**src/rtl/sys_arr.sv**
```systemverilog
// +----------------------------------------------------------------------------+
// | sys_arr: weight-stationary N x N systolic array of signed 8-bit MAC PEs.  |
// | Optional: SYSARR_SATURATE_EN clamps each accumulate instead of wrapping.  |
// | Revision: 1.0                                                              |
// +----------------------------------------------------------------------------+
`default_nettype none

module sys_arr #(
  parameter int width_height = 2
) (
  input  logic                       clk,
  input  logic                       reset,
  input  logic                       active,
  input  logic [8*width_height-1:0]  datain,
  input  logic [8*width_height-1:0]  win,
  input  logic [16*width_height-1:0] sumin,
  input  logic [width_height-1:0]    wwrite,
  output logic [16*width_height-1:0] maccout,
  output logic [8*width_height-1:0]  wout,
  output logic [width_height-1:0]    wwriteout,
  output logic [width_height-1:0]    activeout,
  output logic [8*width_height-1:0]  dataout
);

  localparam int N = width_height;

  logic [7:0]   pe_w    [N][N];
  logic [7:0]   pe_data [N][N];
  logic [15:0]  pe_sum  [N][N];
  logic         pe_act  [N][N];
  logic [N-1:0] wwrite_q;

  always_ff @(posedge clk or posedge reset) begin
    if (reset) wwrite_q <= '0;
    else       wwrite_q <= wwrite;
  end
  assign wwriteout = wwrite_q;

  for (genvar r = 0; r < N; r++) begin : g_row
    for (genvar c = 0; c < N; c++) begin : g_col
      logic [7:0]  data_in, w_in, data_q, weight_q, weight_d;
      logic [15:0] sum_above, prod, sum_next, sum_q, sum_d;
      logic        act_in, act_q;

      if (c == 0) begin : g_data_edge
        assign data_in = datain[8*r +: 8];
      end else begin : g_data_pe
        assign data_in = pe_data[r][c-1];
      end

      if (r == 0) begin : g_top_edge
        assign w_in      = win[8*c +: 8];
        assign sum_above = sumin[16*c +: 16];
      end else begin : g_top_pe
        assign w_in      = pe_w[r-1][c];
        assign sum_above = pe_sum[r-1][c];
      end

      // Active walks down column 0, then right along each row.
      if (c > 0) begin : g_act_left
        assign act_in = pe_act[r][c-1];
      end else if (r > 0) begin : g_act_up
        assign act_in = pe_act[r-1][0];
      end else begin : g_act_port
        assign act_in = active;
      end

      assign prod = {{8{data_in[7]}}, data_in} * {{8{weight_q[7]}}, weight_q};

`ifdef SYSARR_SATURATE_EN
      logic [16:0] wide;
      assign wide = {sum_above[15], sum_above} + {prod[15], prod};
      always_comb begin
        sum_next = wide[15:0];
        if (wide[16] != wide[15]) sum_next = wide[16] ? 16'h8000 : 16'h7FFF;
      end
`else
      assign sum_next = sum_above + prod;
`endif

      always_comb begin
        weight_d = wwrite[c] ? w_in : weight_q;
        sum_d    = act_in ? sum_next : sum_q;
      end

      always_ff @(posedge clk or posedge reset) begin
        if (reset) begin
          data_q   <= '0;
          weight_q <= '0;
          sum_q    <= '0;
          act_q    <= 1'b0;
        end else begin
          data_q   <= data_in;
          weight_q <= weight_d;
          sum_q    <= sum_d;
          act_q    <= act_in;
        end
      end

      assign pe_w[r][c]    = weight_q;
      assign pe_data[r][c] = data_q;
      assign pe_sum[r][c]  = sum_q;
      assign pe_act[r][c]  = act_q;
    end
  end

  for (genvar c = 0; c < N; c++) begin : g_col_out
    assign maccout[16*c +: 16] = pe_sum[N-1][c];
    assign wout[8*c +: 8]      = pe_w[N-1][c];
    assign activeout[c]        = pe_act[N-1][c];
  end

  for (genvar r = 0; r < N; r++) begin : g_row_out
    assign dataout[8*r +: 8] = pe_data[r][N-1];
  end

endmodule

`default_nettype wire

```
**config.mk**
```make
export PLATFORM = sky130hd
export DESIGN_NAME = sys_arr
export DESIGN_NICKNAME = d
export VERILOG_FILES = /design/src/rtl/sys_arr.sv
export SDC_FILE = /design/constraint.sdc
export NUM_CORES = 1
export LEC_CHECK = 0
export BUFFER_PORTS_ARGS = -buffer_cell sky130_fd_sc_hd__buf_2
export CAP_MARGIN = 20
export CELL_PAD_IN_SITES_DETAIL_PLACEMENT = 1
export CELL_PAD_IN_SITES_GLOBAL_PLACEMENT = 2
export CORE_UTILIZATION = 38
export CTS_BUF_LIST = sky130_fd_sc_hd__clkbuf_8
export DETAILED_ROUTE_END_ITERATION = 12
export PLACE_DENSITY = 0.78
export REMOVE_ABC_BUFFERS = 1
export SLEW_MARGIN = 20
export SYNTH_ARGS = -nofsm -noshare
export SYNTH_HDL_FRONTEND = slang
export SYNTH_SLANG_ARGS = --single-unit
```
**constraint.sdc**
```tcl
create_clock -name clk -period 5.05 [get_ports clk]
set_clock_uncertainty 0.2 [all_clocks]
set_input_delay 0.505 -clock clk [delete_from_list [all_inputs] [get_ports clk]]
set_output_delay 0.505 -clock clk [all_outputs]
set_load 0.01 [all_outputs]
```
; Word-level counts from Yosys, hierarchy flattened
; Cells that the tools add are included.
[word_totals]
mem_bits_ro = 0
mem_count = 0
latch_bits = 0
output_inout_bits = 68
mem_bits_rw = 0
register_bits = 133
[op_classes]
shift = 0
n_mul = 4
bitwise_logic = 0
magnitude_cmp = 0
n_addsub = 4
n_reduce_logical = 0
eq_ne = 0
mux = 0
n_div = 0
[ops]
columns = cell, count
row1 = 16-bit adder, 4
row2 = 8-bit by 8-bit multiplier with 16-bit output, 4

; Logic depth before layout (Yosys ltp)
[depth]
ltp_word = 2
ltp_mapped = 19

; Least setup slack after synthesis
; OpenSTA, ideal clock, no wires.
[synth_timing]
path_type = flip-flop to flip-flop
start = register g_row[0].g_col[1].weight_q[0]
end = register g_row[0].g_col[1].sum_q[15]
n_path_buf = 1
setup_time_ns = 0.125
t_arrival_ns = 5.070
path_slack_ns = -0.345
path_stages_with_launch = 17
path_cell_list = dfrtp_1 clkbuf_1 and2_1 inv_1 fa_1 inv_1 fa_1 fa_1 fa_1 fa_1 ha_1 a2111oi_0 o21ai_0 a31oi_1 a31oi_1 xnor2_1 mux2_2
[synth_between]
elab_chain_len = 2
[synth_rtl]
columns = item, line_no
row1 = "start, declared", 41  ; logic [7:0] data_in, w_in, data_q, weight_q, weight_d;
row2 = "start signal, assigned", 94  ; weight_q <= weight_d;
row3 = 8-bit by 8-bit multiplier with 16-bit output, 68  ; assign prod = {{8{data_in[7]}}, data_in} * {{8{weight_q[7]}}, weight_q};
row4 = 16-bit adder, 78  ; assign sum_next = sum_above + prod;
row5 = "end signal, assigned", 95  ; sum_q <= sum_d;
row6 = "end, declared", 42  ; logic [15:0] sum_above, prod, sum_next, sum_q, sum_d;
; No other way between the ends.
; A chain may end at the register's enable or synchronous reset.

; Final worst setup path
[layout_timing]
start = register g_row[0].g_col[1].weight_q[0]
end = register g_row[0].g_col[1].sum_q[13]
; Same word-level chain as after synthesis.

==> metrics.csv <==
metric,value,unit
cts.sinks,133,
finalNetCount,2300,
grt-ovfl-total,0,
postPlaceCellArea,18490,um2
cts_root_buf,clkbuf_8,
num_io_pins,137,
slowest_delay,0.57,ns
worst_slew_pin_slew,0.9987,ns
synth_seq_cells,133,
viasPerCell,4.818,
setup_viol,0,
rsz0062_at_grt,true,
post-route-period-util,97.85,%
mostFrequentLayoutCell,inv_1,
min_path_type,in2reg,
crit_family,adder cells,
synth-seq-area-share,20.59,%
multiInputGateArea,11850,um2
critPathRequiredTime,5.30,ns
clk_latency,0.51,ns
postSynth.asyncResetShare,100.0,%
cpMaxStageDelayCell,fa_1,
io_buffers,136,
syn_to_final_growth,19.30,%
layout_min_cycle_time,4.942,ns
synth.distinct_cells,50,
cp_data_arrival_time,5.19,ns
mostFrequentLayoutCells,"299 x inv_1, 280 x fa_1, 151 x buf_4",
grt_max_degree,69,
cts_tree,built,
ant_nets,0,
ys.flop_type,dfrtp_1,
path_common_cell,fa_1,
post-place-ws,-0.2439,ns
max_freq,202.4,MHz
grt_pass1_vias,13540,
synth_edf_count,0,
initial_core_util,38.54,%
final_max_slew_viol_count,0,
synth_top_cell_by_area,fa_1,
wirelength,40920,um
start_kind,register,
grt_first_pass_wirelength,69550,um
setup-tns-final,0,ns
yosysWarnings,0,
firstDrtPassIters,4,
relSlewSlack,33.42,%
antenna_found_initial,0,
htree_levels,4,
finalHoldViolations,0,
crit_chain,and2_1 -> inv_1 -> fa_1 -> inv_1 -> fa_1 -> fa_1 -> fa_1 -> fa_1 -> ha_1 -> buf_4 -> nand2_1 -> o21ai_2 -> a31oi_2 -> buf_4 -> nand2b_1 -> a2111oi_2 -> nand3b_1,
fillers,4714,
cap_violations,0,
synth_area_leaders,"fa_1 35%, dfrtp_1 21%, ha_1 11%, inv_1 7.0%, mux2_2 5.0%",
post-route-util,45.98,%
postSynthAreaPerCell,10.67,um2
vias,11330,
setup_ws,0.1083,ns
core-area,41950,um2
fin_area,19290,um2
end_kind,register,
die_w,208.3,um
grt_usage,20.71,%
drive_gt1_share,26.10,%
netlist_area,16170,um2
fp-row-count,75,
die-height,208.3,um
clk_pin_slew,0.09,ns
synthCells,1515,
status,finished clean,
numCtsBuffers,17,
wl_per_cell,17.40,um
yosysTopAreaCellShare,35.17,%
drtIter0Drc,297,
worst-path-buf-inv,4,
crit_type,reg2reg,
worst-path-max-fanout,4,
cts.path.max_buffers,2,
place.gp.congestion,0.8624,
die-area,43370,um2
post-dp-hpwl,34460,um
drc,0,
seqCellArea,3356,um2
-- repair_timing --
action / in CTS / in global routing
gates cloned: 0 / 0
endpoints found under the setup margin: 12 / 21
setup buffers: 2 / 7
pin swaps: 4 / 33
endpoints found under the hold margin: 71 / 0
hold buffers: 6 / 0
gates resized for setup: 16 / 72
-- layer usage --
metal	wire, um	vias to the layer above	GRT usage [%]
li1	-	5251	-
met1	16700	5889	24.58
met2	22340	156	38.98
met3	1221	35	2.702
met4	657	0	5.441
met5	0	-	0
-- stage by stage --
stage,hold slack [ns],std cells
5_1_grt,0.02915,2351
4_1_cts,0.006602,2344
3_3_place_gp,0.2796,2304
6_report,0.05920,2352
3_5_place_dp,0.2904,2304
2_1_floorplan,0.2386,1485
-- sequential cells by signal, summed over array words and instances, names as in the netlist --
signal and cells:
g_row.g_col.act_q 3, g_row.g_col.data_q 32, g_row.g_col.sum_q 64, g_row.g_col.weight_q 32, wwriteout 2
-- logic make-up after synthesis --
kind of cell | Yosys count | synth area share [%]
flops | 133 | 20.59
compound gates | 121 | 4.706
buf+inv | 331 | 7.732
xor+xnor | 73 | 3.955
simple gates | 352 | 11.32
fa+ha+maj | 432 | 46.62
mux | 73 | 5.077
-- Yosys cell counts, drive strengths merged (16+ instances only) --
cell / n
nor2: 30
nor2b: 22
clkbuf: 25
dfrtp: 133
and2: 129
nand2b: 16
a21oi: 36
inv: 301
nand2: 119
ha: 148
fa: 284
xnor2: 69
o21ai: 36
mux2: 72
-- layout make-up --
class                   instances  share of cell area [%]
clock inverters                13                  0.5644
flip-flops and latches        133                   17.40
inverters                     301                   5.884
diodes                          1                 0.01297
repair buffers                295                   9.835
well taps                     539                   3.497
multi-input cells            1051                   61.45
clock buffers                  19                   1.356
-- worst paths after layout --
kind	cells after the start	to	slack, ns	from
min in group asynchronous	3	g_row[1].g_col[1].act_q	0.45	reset
max in group asynchronous	4	g_row[0].g_col[0].weight_q[1]	3.20	reset
hold reg to reg	2	g_row[1].g_col[1].sum_q[13]	0.30	g_row[1].g_col[1].sum_q[13]
hold / removal	2	g_row[0].g_col[0].weight_q[2]	0.06	win[2]
setup / recovery	17	g_row[0].g_col[1].sum_q[13]	0.11	g_row[0].g_col[1].weight_q[0]
setup reg to reg	17	g_row[0].g_col[1].sum_q[13]	0.11	g_row[0].g_col[1].weight_q[0]
Power is not shown: default switching activity piles up to over one toggle a cycle in this logic, so the estimate is an artifact.
